## src/rtl/fsub_issue_wb.sv

```systemverilog
// fsub_issue_wb
// Issue/writeback shell around the pipelined fsub unit. Operand pairs arrive
// tagged on a valid/ready issue port. They are registered towards the fsub,
// and their tags are tracked through an NSTAGE-deep shift register. Results
// are captured when the fsub strobes enable_out and are queued in a
// first-word-fall-through FIFO. The FIFO returns them, in order, on a
// valid/ready result port.
//
// Ports
//   clk, rstn                      clock (rising edge), synchronous active-low reset
//   iss_valid/iss_ready            issue handshake
//   iss_x1, iss_x2, iss_tag        minuend, subtrahend, destination tag
//   fpu_x1, fpu_x2, fpu_enable_in  registered operands and issue strobe to the fsub
//   fpu_enable_out, fpu_y, fpu_ovf result strobe, value and overflow from the fsub
//   res_valid/res_ready            result handshake (FIFO head)
//   res_y, res_ovf, res_tag        result at the FIFO head (zero while empty)
//   proto_err                      sticky flag for fsub strobe mismatches or FIFO overrun
module fsub_issue_wb #(
    parameter int NSTAGE = 2,
    parameter int DEPTH  = 4,
    parameter int TAGW   = 5
) (
    input  logic            clk,
    input  logic            rstn,
    input  logic            iss_valid,
    output logic            iss_ready,
    input  logic [31:0]     iss_x1,
    input  logic [31:0]     iss_x2,
    input  logic [TAGW-1:0] iss_tag,
    output logic [31:0]     fpu_x1,
    output logic [31:0]     fpu_x2,
    output logic            fpu_enable_in,
    input  logic            fpu_enable_out,
    input  logic [31:0]     fpu_y,
    input  logic            fpu_ovf,
    output logic            res_valid,
    input  logic            res_ready,
    output logic [31:0]     res_y,
    output logic            res_ovf,
    output logic [TAGW-1:0] res_tag,
    output logic            proto_err
);

    localparam int PW = $clog2(DEPTH);
    localparam int CW = $clog2(DEPTH + 1);
    localparam int SW = $clog2(DEPTH + NSTAGE + 1);

    logic [31:0]     fpuX1_q, fpuX2_q;
    logic            fpuEnIn_q;
    logic [NSTAGE-1:0] trackVld_q;
    logic [TAGW-1:0] trackTag_q [NSTAGE];
    logic [31:0]     memY_q   [DEPTH];
    logic            memOvf_q [DEPTH];
    logic [TAGW-1:0] memTag_q [DEPTH];
    logic [PW-1:0]   wrPtr_q, rdPtr_q;
    logic [CW-1:0]   count_q, count_d;
    logic            issReady_q, issReady_d;
    logic            protoErr_q, protoErr_d;

    logic            accept, expVld, capture, resValid, pop, full, push, pushDrop;
    logic [SW-1:0]   inflight_d;

    // Handshake decode. The tracker's last stage is the op the fsub should be
    // returning this cycle. A push into a full FIFO is still allowed when the
    // head leaves in the same cycle. The readiness for the next cycle comes
    // from the post-edge occupancy, so a pop only frees credit a cycle later.
    always_comb begin
        accept     = iss_valid && issReady_q;
        expVld     = trackVld_q[NSTAGE-1];
        capture    = fpu_enable_out && expVld;
        resValid   = (count_q != '0);
        pop        = resValid && res_ready;
        full       = (count_q == CW'(DEPTH));
        push       = capture && (!full || pop);
        pushDrop   = capture && full && !pop;
        protoErr_d = protoErr_q || (fpu_enable_out != expVld) || pushDrop;

        count_d = count_q;
        if (push && !pop) begin
            count_d = count_q + CW'(1);
        end else if (pop && !push) begin
            count_d = count_q - CW'(1);
        end

        inflight_d = SW'(accept);
        for (int i = 0; i < NSTAGE - 1; i++) begin
            inflight_d = inflight_d + SW'(trackVld_q[i]);
        end
        issReady_d = (SW'(count_d) + inflight_d) < SW'(DEPTH);
    end

    // Control state: operand registers, the tag tracker, FIFO pointers and
    // count, and the credit and error flags. A reset empties everything,
    // which discards any op still inside the fsub together with its tag.
    always_ff @(posedge clk) begin
        if (!rstn) begin
            fpuX1_q    <= '0;
            fpuX2_q    <= '0;
            fpuEnIn_q  <= 1'b0;
            trackVld_q <= '0;
            for (int i = 0; i < NSTAGE; i++) begin
                trackTag_q[i] <= '0;
            end
            wrPtr_q    <= '0;
            rdPtr_q    <= '0;
            count_q    <= '0;
            issReady_q <= 1'b0;
            protoErr_q <= 1'b0;
        end else begin
            fpuEnIn_q <= accept;
            if (accept) begin
                fpuX1_q <= iss_x1;
                fpuX2_q <= iss_x2;
            end
            trackVld_q[0] <= accept;
            trackTag_q[0] <= iss_tag;
            for (int i = 1; i < NSTAGE; i++) begin
                trackVld_q[i] <= trackVld_q[i-1];
                trackTag_q[i] <= trackTag_q[i-1];
            end
            if (push) begin
                wrPtr_q <= wrPtr_q + PW'(1);
            end
            if (pop) begin
                rdPtr_q <= rdPtr_q + PW'(1);
            end
            count_q    <= count_d;
            issReady_q <= issReady_d;
            protoErr_q <= protoErr_d;
        end
    end

    // FIFO storage has no reset. The head is masked to zero while the FIFO is
    // empty, so stale entries never become visible.
    always_ff @(posedge clk) begin
        if (rstn && push) begin
            memY_q[wrPtr_q]   <= fpu_y;
            memOvf_q[wrPtr_q] <= fpu_ovf;
            memTag_q[wrPtr_q] <= trackTag_q[NSTAGE-1];
        end
    end

    assign iss_ready     = issReady_q;
    assign fpu_x1        = fpuX1_q;
    assign fpu_x2        = fpuX2_q;
    assign fpu_enable_in = fpuEnIn_q;
    assign res_valid     = resValid;
    assign res_y         = resValid ? memY_q[rdPtr_q]   : '0;
    assign res_ovf       = resValid ? memOvf_q[rdPtr_q] : 1'b0;
    assign res_tag       = resValid ? memTag_q[rdPtr_q] : '0;
    assign proto_err     = protoErr_q;

endmodule

```

## config.mk

```make
export PLATFORM = sky130hd
export DESIGN_NAME = fsub_issue_wb
export DESIGN_NICKNAME = d
export VERILOG_FILES = /design/src/rtl/fsub_issue_wb.sv
export SDC_FILE = /design/constraint.sdc
export NUM_CORES = 1
export LEC_CHECK = 0
export ABC_AREA = 1
export ABC_CLOCK_PERIOD_IN_PS = 4150
export CORE_MARGIN = 2
export CORE_UTILIZATION = 50
export CTS_BUF_LIST = sky130_fd_sc_hd__clkbuf_8
export DETAILED_ROUTE_END_ITERATION = 16
export PLACE_DENSITY_LB_ADDON = 0.15
export SLEW_MARGIN = 15
export SYNTH_ARGS = -nofsm -noshare
export SYNTH_HDL_FRONTEND = slang
export SYNTH_SLANG_ARGS = --single-unit
```

## constraint.sdc

```tcl
create_clock -name clk -period 4.15 [get_ports clk]
set_clock_uncertainty 0.2 [all_clocks]
set_input_delay 0.83 -clock clk [delete_from_list [all_inputs] [get_ports clk]]
set_output_delay 0.83 -clock clk [all_outputs]
set_load 0.005 [all_outputs]
```

==> results.md <==
- Area of the multi-input gates: 2414 µm²
- Clk slew on worst S/H paths: 0.06 ns
- Total congestion overflow: 0
- Share of cells above drive strength 1: just over 7%
- Yosys top cell by area: edfxtp_1
- Routed met3 length: approximately 2200 µm
- Full die area: 19190 µm²
- Netlist cell types: 27
- Worst Tran Pin Value: 0.8228 ns
- P_sw: 2.088 mW
- DP HPWL: 12940 µm
- P&R area growth vs syn: 33.02%
- Max Cap Violations: 0
- Pin count of the biggest net entering global routing: 83
- CP required: 3.12 ns
- Post-synth top flop: edfxtp_1
- Multiplexer area fraction after synthesis: 0%
- Die span in x: 138.5 µm
- Seq/Total Area, Yosys: a little over two thirds
- DRC: 0
- Avg Cell Area, Syn: 10.65 µm²
- Worst R2R End: memY_q[3][10]$_DFFE_PP_
- Hold buffers post-CTS: 0
- Vias in the first global route: between 6000 and 7000
- CTS tree: yes
- #FFs+latches synth: 239
- CP arrival: 2.69 ns
- Total power: 6.866 mW
- Nets: 1176
- Clk_lat worst skew: 0.51 ns
- Syn nets: 966
- Worst Reg2Reg Path Length in Cells: 6
- Pins Over Slew Limit: 0
- Final Wtd Congestion: 0.7595
- M1 WL: 8038 µm
- Pleak: 4.428 nW
- Clock buffer depth: 3
- Switch share: 30.41%
- Layout Cells excl Fill: roughly 1300
- Tcrit/Tclk final: ~90%
- Post-CTS Resized: 1
- Worst vdd ir: 354.8 µV
- Register area: 6311 µm²
- Min Tclk post-route: 3.718 ns
- Rel. slew slack: 45.15%
- Num ports: around 210
- Clock power frac: 26.7%
- Initial Util: 50.73%
- Final setup violating endpoints: 0
- WS Path Type: reg -> out
- Core Region: 17840 µm²
- R2R Path Start: count_q[0]$_SDFF_PN0_
- DR WL/cell: 15.72 µm
- Compound-Gate Fraction of Synth Area: 10.60%
- Number of DRC markers in iteration 0: roughly 420
- Top Metal Used: met4
- Vias per cell: roughly 5
- Fmax: 269.0 MHz
- N_diodes: 0
- Asr flop ratio synth: 0%
- First-pass GRT wire length: 33430 µm
- TritonRoute pass-1 iters: 4
- Root buffer cell: clkbuf_8
- FF-to-FF setup slack: between 1.5 and 2 ns
- Total clock sinks: 239
- Simple-Gate Fraction of Synth Area: 14.20%
- Syn Inst Count: between 800 and 900
- Top cells by count, synth: nor2_1, edfxtp_1, o21ai_0
- CP endpoint kind: output pin
- DRT Wirelength: 20680 µm
- Power Dens Cells: 570.3 nW/µm²
- Post-CTS Setup Bufs: 0
- Pint: approximately 4.8 mW
- All-Layer GR Usage: a little over a fifth
- Routed vias: 6544
- Largest cells by area after synthesis: edfxtp_1, dfxtp_1, nor2_1
- Hold Path Sink: trackTag_q[0][7]$_SDFF_PN0_
- XOR/XNOR share of the synthesized area: 0.2903%
- Worst-path fanout max: 39
- Hold_sp: trackTag_q[0][2]$_SDFF_PN0_
- Rows: 49
- Fin Setup TNS: 0 ns
- Routed length on met2: 10120 µm
- Die Y: 138.5 µm
- Final antenna-violating net count: 0
- Worst hold path cell count: 2
- Power share of the combinational group: 32.0%
- I/O Buffers: 212
- Post-Syn Area: 9051 µm²
- Count leader, synth: nor2_1
- Number of antenna violations at the first check in global routing: 0
- Unrepaired setup endpoints after global routing: false
- Cell total after placement: 1248
- Fin. Hold Viols: 0
- Worst hold slack: between 0.2 and 0.25 ns
- Outcome: finished clean
- Yosys warns: 0
- Flop pwr share: 41.2%
- Min-delay worst type: reg -> reg
- Max H-tree Level: 2
- Largest family of logic cells by synthesized area: simple AND/OR/NAND/NOR gates
- Number of buffers created by CTS: 39
- Filler cell count: ~1400
- Setup crit start kind: flip-flop
- Synth Area in Adders: 1.244%
- Share of the synthesized area in the top cell type: 50.43%
- EDFF count, synth: roughly 150
cells by family (layout without fill, tap and decap cells):
| logic type | Yosys count | count (layout) |
|---|---|---|
| flops | 239 | 239 |
| xor+xnor | 3 | 3 |
| fa+ha+maj | 9 | 9 |
| buf+inv | 82 | 318 |
| simple gates | 328 | 328 |
| compound gates | 189 | 189 |
registers in the layout, summed over array words and instances (netlist names), named ones only:
register / flops
fpu_x2: 32
rdPtr_q: 2
memTag_q: 20
trackTag_q: 10
memY_q: 128
iss_ready: 1
fpu_x1: 32
memOvf_q: 4
proto_err: 1
trackVld_q: 2
wrPtr_q: 2
count_q: 3
worst max-delay path: stages (launching register included):
cell             delay (ns)
dfxtp_4                0.65
inv_2                  0.44
nor2_1                 0.22
o21ai_1                0.09
a21oi_1                0.21
clkdlybuf4s50_1        0.55
per-stage QoR:
stage	utilization [%]	instance area [µm²]	setup slack [ns]
finish	67.49	12040	0.4324
global route	67.49	12040	0.2172
CTS	67.49	12040	0.3266
detailed placement	63.51	11330	0.5176
global placement	63.51	11330	0.6439
floorplan	-	9051	0.6597
cell type report:
class,instances,area share (%)
Multi-Input combinational cell,529,20.05
Clock buffer,45,5.144
Clock inverter,22,0.7274
Tap cell,229,2.380
Sequential cell,239,52.42
Inverter,30,0.9353
Timing Repair Buffer,221,18.35
metal layers:
metal | global-route usage [%] | vias to the layer above
met2 | 36.87 | 238
met3 | 9.081 | 21
met5 | 0 | -
met1 | 25.73 | 3006
li1 | - | 3279
met4 | 6.069 | 0
cells in the final DEF, fill, tap and decap left out:
master           Yosys  final
nand3_1              3      3
o21ai_0            112    112
xor2_1               3      3
o31a_1               1      1
inv_2                5      6
nand2_1             24     24
buf_2               20      1
nand3_2              3      3
buf_12               0      2
dfxtp_4              0      1
a21oi_1             42     42
clkinv_2             0      4
a21oi_2              2      2
nand4_1              2      2
clkbuf_8             0     45
nand2_2              1      1
dfxtp_1             87     85
nand2_4              1      1
o21ai_1             31     31
and2_1               1      1
edfxtp_1           152    152
a21o_1               1      1
clkdlybuf4s50_1      0    211
inv_1               25     37
nand3_4              1      1
nor2_1             292    288
nor2_4               0      4
buf_4                5      7
ha_1                 9      9
dfxtp_2              0      1
clkinv_1             0      5
power groups by stage:
stage / clock, mW / sequential, mW / combinational, mW
2_1_floorplan: 0 / 2.86 / 1.10
5_1_grt: 2.00 / 2.86 / 2.45
4_1_cts: 1.89 / 2.83 / 2.25
3_3_place_gp: 0 / 2.87 / 2.23
3_5_place_dp: 0 / 2.88 / 2.23
6_report: 1.84 / 2.83 / 2.20
worst max-delay path by stage:
stage / startpoint / end / slack, ns / depth (start not counted)
floorplan: fpu_enable_out / memOvf_q[0]$_DFFE_PP_ / 0.66 / 3
global placement: flip-flop / res_y[3] / 0.64 / 5
detailed placement: flip-flop / res_y[3] / 0.52 / 5
CTS: flip-flop / res_y[3] / 0.33 / 5
global route: flip-flop / res_y[3] / 0.22 / 5
finish: flip-flop / res_y[3] / 0.43 / 5
(Power assumes the default switching activity.)
